==> config.mk <==
export PLATFORM = sky130hd
export DESIGN_NAME = alarm_sequencer
export DESIGN_NICKNAME = d
export VERILOG_FILES = /design/src/rtl/alarm_sequencer.sv
export SDC_FILE = /design/constraint.sdc
export NUM_CORES = 1
export LEC_CHECK = 0
export CAP_MARGIN = 40
export CORE_MARGIN = 3
export CORE_UTILIZATION = 45
export CTS_CLUSTER_SIZE = 16
export DETAILED_ROUTE_END_ITERATION = 8
export GPL_TIMING_DRIVEN = 0
export PLACE_DENSITY = 0.78
export SLEW_MARGIN = 0
export SYNTH_ARGS = -nofsm -noshare
export SYNTH_HDL_FRONTEND = slang
export SYNTH_SLANG_ARGS = --single-unit
==> constraint.sdc <==
create_clock -name clock -period 2.7 [get_ports clock]
set_clock_uncertainty 0.1 [all_clocks]
set_input_delay 0.54 -clock clock [delete_from_list [all_inputs] [get_ports clock]]
set_output_delay 0.54 -clock clock [all_outputs]
set_load 0.1 [all_outputs]
==> src/rtl/alarm_sequencer.sv <==
// Alarm clock sequencer: rings when the BCD wall time reaches the alarm time,
// with a limited number of snoozes per event, a stop button and ring auto-stop.
module alarm_sequencer #(
    parameter int RING_SECS   = 60,
    parameter int SNOOZE_SECS = 300,
    parameter int MAX_SNOOZE  = 3
) (
    input  logic        clock,
    input  logic        reset,
    input  logic        one_second,
    input  logic        alarm_enable,
    input  logic [15:0] current_time,
    input  logic [15:0] alarm_time,
    input  logic        snooze_button,
    input  logic        stop_button,
    output logic        sound_alarm,
    output logic        snoozing,
    output logic [2:0]  snooze_left
);

    typedef enum logic [1:0] {
        IDLE    = 2'b00,
        RINGING = 2'b01,
        SNOOZE  = 2'b10
    } state_t;

    state_t      state;
    state_t      state_nxt;
    logic [8:0]  sec_count;
    logic [8:0]  sec_count_nxt;
    logic [2:0]  snooze_left_nxt;
    logic        match;
    logic        match_d;
    logic        snooze_d;
    logic        stop_d;
    logic        trigger;
    logic        snooze_press;
    logic        stop_press;
    logic        ring_done;
    logic        snooze_done;

    // The trigger fires only on the first clock of a match, so a minute-long
    // match cannot retrigger after a stop or auto-stop.
    assign match        = (current_time == alarm_time);
    assign trigger      = match & ~match_d & alarm_enable;
    assign snooze_press = snooze_button & ~snooze_d;
    assign stop_press   = stop_button & ~stop_d;
    assign ring_done    = one_second && (sec_count == 9'(RING_SECS - 1));
    assign snooze_done  = one_second && (sec_count == 9'(SNOOZE_SECS - 1));

    always_comb begin
        state_nxt       = state;
        sec_count_nxt   = sec_count;
        snooze_left_nxt = snooze_left;
        case (state)
            IDLE: begin
                if (trigger) begin
                    state_nxt       = RINGING;
                    sec_count_nxt   = '0;
                    snooze_left_nxt = 3'(MAX_SNOOZE);
                end
            end
            RINGING: begin
                // Priority: enable low, stop, timeout, then snooze.
                if (!alarm_enable || stop_press || ring_done) begin
                    state_nxt     = IDLE;
                    sec_count_nxt = '0;
                end else if (snooze_press && (snooze_left != 3'd0)) begin
                    state_nxt       = SNOOZE;
                    sec_count_nxt   = '0;
                    snooze_left_nxt = snooze_left - 3'd1;
                end else if (one_second) begin
                    sec_count_nxt = sec_count + 9'd1;
                end
            end
            SNOOZE: begin
                if (!alarm_enable || stop_press) begin
                    state_nxt     = IDLE;
                    sec_count_nxt = '0;
                end else if (snooze_done) begin
                    state_nxt     = RINGING;
                    sec_count_nxt = '0;
                end else if (one_second) begin
                    sec_count_nxt = sec_count + 9'd1;
                end
            end
            default: begin
                state_nxt     = IDLE;
                sec_count_nxt = '0;
            end
        endcase
    end

    // Outputs are registered from the next state so they line up with state.
    always_ff @(posedge clock or negedge reset) begin
        if (!reset) begin
            state       <= IDLE;
            sec_count   <= '0;
            snooze_left <= '0;
            match_d     <= 1'b0;
            snooze_d    <= 1'b0;
            stop_d      <= 1'b0;
            sound_alarm <= 1'b0;
            snoozing    <= 1'b0;
        end else begin
            state       <= state_nxt;
            sec_count   <= sec_count_nxt;
            snooze_left <= snooze_left_nxt;
            match_d     <= match;
            snooze_d    <= snooze_button;
            stop_d      <= stop_button;
            sound_alarm <= (state_nxt == RINGING);
            snoozing    <= (state_nxt == SNOOZE);
        end
    end

endmodule
==> flow_summary.yaml <==
layout:
  post-route-util_pct: 69.5
  final_cells: 226
  fin_nets: 241
  syn2layout_area_growth_pct: 46.2
  drive_gt1_share_pct: 12.3
  n_antenna_cell: 0
  fillers: 228
global_route:
  grt_pass1_vias: 1335
  grt_usage_pct: 18.6
  grt_max_degree: 12
  grt_pass1_wl_um: 5200
  grt-ovfl-total: 0
  grt_antenna_before_repair: 0
outcome:
  status: "complete, no violations"
synth:
  yosys_most_used_dff: "dfrtp_1"
  yosysUniqueCellTypes: 40
  synth-seq-cells: 19
  syn_nets: 188
  async_flop_share_pct: 100
  synth_edf_count: 0
  syn_area_per_cell_sq_um: 9.24
  synth_area_sq_um: 1320
  ys_seq_area_share_pct: 36.0
  ys_warn_count: 0
  syn_inst: 143
route:
  routedWlPerCell_um: 14.6
  num_vias: 1340
  post-route-drc-count: 0
  drtIter0Drc: 53
  vias_per_cell: 5.93
  totalWireLength_um: 3300
  drt_pass1_iterations: 6
  ant_nets: 0
worst_setup_path:
  cp_max_fo: 10
  cp-start-kind: "input pin"
  endpoint_kind: "flip-flop"
  critical_path_arrival_ns: 2.59
  worstSetupPathType: "in -> reg"
  crit_required_ns: 2.80
die:
  rows: 19
  dieArea_sq_um: 3620
  core-area_sq_um: 2780
  die-height_um: 60.2
  pin_count: 43
  start_util_pct: 47.5
  die_x_um: 60.2
placement:
  dp_cells: 222
  preCtsSetupSlack_ns: -0.399
  gp_congestion: 0.828
  io_buffers: 42
  hpwl_um: 2720
timing:
  timing_hold_violations_final: 0
  tightest_slew_ns: 0.825
  period_share_pct: 92.3
  slew_viol_final: 0
  clock.fmax_mhz: 401
  fin_ws_ns: 0.207
  final-setup-viol-count: 0
  grt_setup_unrepaired: "false"
  period_minus_slack_ns: 2.49
  relSlewSlack_pct: 44.6
clock_tree:
  cts_setup_buffers: 0
  cts_max_level: 1
  cts_tree: "done"
  clock-sinks: 19
  clk_pin_slew_ns: 0.12
  cts_root_buffer: "clkbuf_4"
  clk_latency_ns: 0.30
  ctsHoldBuffers: 0
  ctsLongestPathBuffers: 2
  cts_buffers: 3
power:
  vdd_ir_drop_max_uv: 262
  p_per_area_nw_per_um2: 295
  leakage_nw: 0.790
hold_path:
  worstHoldPathType: "in -> async"
job:
  drv_cap: 0
==> sequential cells by signal, indices dropped and copies added (netlist names) <==
signal       count
snooze_left      3
snooze_d         1
sound_alarm      1
state            2
match_d          1
sec_count        9
snoozing         1
stop_d           1
==> through the flow <==
step / setup TNS [ns] / hold slack [ns] / area (sq um) / power (mW)
floorplan: 0 / 0.144 / 1320 / 0.345
global placement: -2.35 / 0.403 / 1780 / 0.415
detailed placement: -4.06 / 0.424 / 1870 / 0.426
CTS: 0 / 0.445 / 1910 / 0.571
global route: 0 / 0.444 / 1930 / 0.587
finish: 0 / 0.428 / 1930 / 0.569
==> power by group <==
| group | switching [mW] | leakage [nW] | total, mW | internal (mW) |
|---|---|---|---|---|
| Combinational | 0.0487 | 0.534 | 0.126 | 0.0776 |
| Clock | 0.0932 | 0.0177 | 0.148 | 0.0551 |
| Sequential | 0.00478 | 0.238 | 0.295 | 0.290 |
| Total | 0.147 | 0.790 | 0.569 | 0.423 |
==> path summary, 6_finish.rpt <==
kind                                              endpoint                      from  slack, ns  cells past startpoint
worst max-delay path              sec_count[6]$_DFFE_PN0P_            alarm_time[14]       0.21                      8
worst max register to register    sec_count[0]$_DFFE_PN0P_  sec_count[6]$_DFFE_PN0P_       0.24                      6
max in group asynchronous       snooze_left[1]$_DFFE_PN0P_                     reset       1.63                      2
worst min-delay path              sec_count[7]$_DFFE_PN0P_                     reset       0.43                      1
worst min register to register    sec_count[1]$_DFFE_PN0P_  sec_count[1]$_DFFE_PN0P_       0.45                      1
min in group clock                sec_count[1]$_DFFE_PN0P_  sec_count[1]$_DFFE_PN0P_       0.45                      1
==> area by class of cell <==
cell class	count	area, sq um	share of cell area, %
buffer	1	5.00	0.259
clock buffer	3	22.5	1.17
clock inverter	1	5.00	0.259
inverter	13	48.8	2.53
multi-input combinational	110	825	42.7
sequential	19	478	24.7
tap	31	38.8	2.01
timing repair buffer	48	509	26.4
==> synthesized netlist by cell type (all sizes together) (2+ instances only) <==
library cell	instances	area, sq um
dfrtp	19	475
xnor2	16	140
inv	13	48.8
nor2	13	51.3
ha	7	87.6
nand4	7	43.8
nand2	6	22.5
o21ai	6	30.0
a21o	5	40.0
a22o	5	43.8
nand3	5	25.0
a21oi	4	20.0
nor3	4	20.0
nand4b	3	26.3
nor3b	3	22.5
o22ai	3	18.8
or3	3	25.0
a211o	2	17.5
o311a	2	20.0
==> what timing repair did <==
action,CTS,global route
setup endpoints to repair,6,9
pin swaps,0,0
gates resized for setup,2,5
==> critical path: stages <==
cell	delay [ns]
clkdlybuf4s50_1	0.49
xnor2_1	0.12
nand4_1	0.18
nor4_4	0.34
a31oi_1	0.24
clkbuf_2	0.27
a21o_1	0.19
a22o_1	0.22
==> kinds of logic after synthesis <==
| family | after synthesis | synth area share (%) |
|---|---|---|
| adders and majority gates | 7 | 6.63 |
| and+or+nand+nor | 49 | 20.6 |
| buffers and inverters | 14 | 3.98 |
| muxes | 1 | 0.758 |
| AOI/OAI and AO/OA | 37 | 21.4 |
| DFF | 19 | 36.0 |
| xor gates and xnor gates | 16 | 10.6 |
==> cell usage in the layout (no fill, tap or decap), types with 6 or more instances in the layout <==
cell type,synthesis,final
clkdlybuf4s50_1,0,41
dfrtp_1,19,17
xnor2_1,16,16
inv_1,13,13
nor2_1,12,12
nand4_1,7,7
ha_1,7,7
nand2_1,6,6
o21ai_0,6,6
==> metal layers <==
metal  up-vias  share of wire (%)  GRT usage, %
met5         -                  0             0
li1        634                  -             -
met2        58                 50          34.9
met3         8                7.1          3.67
met4         0                2.0          6.65
met1       640                 40          20.3
(Power assumes the default switching activity.)
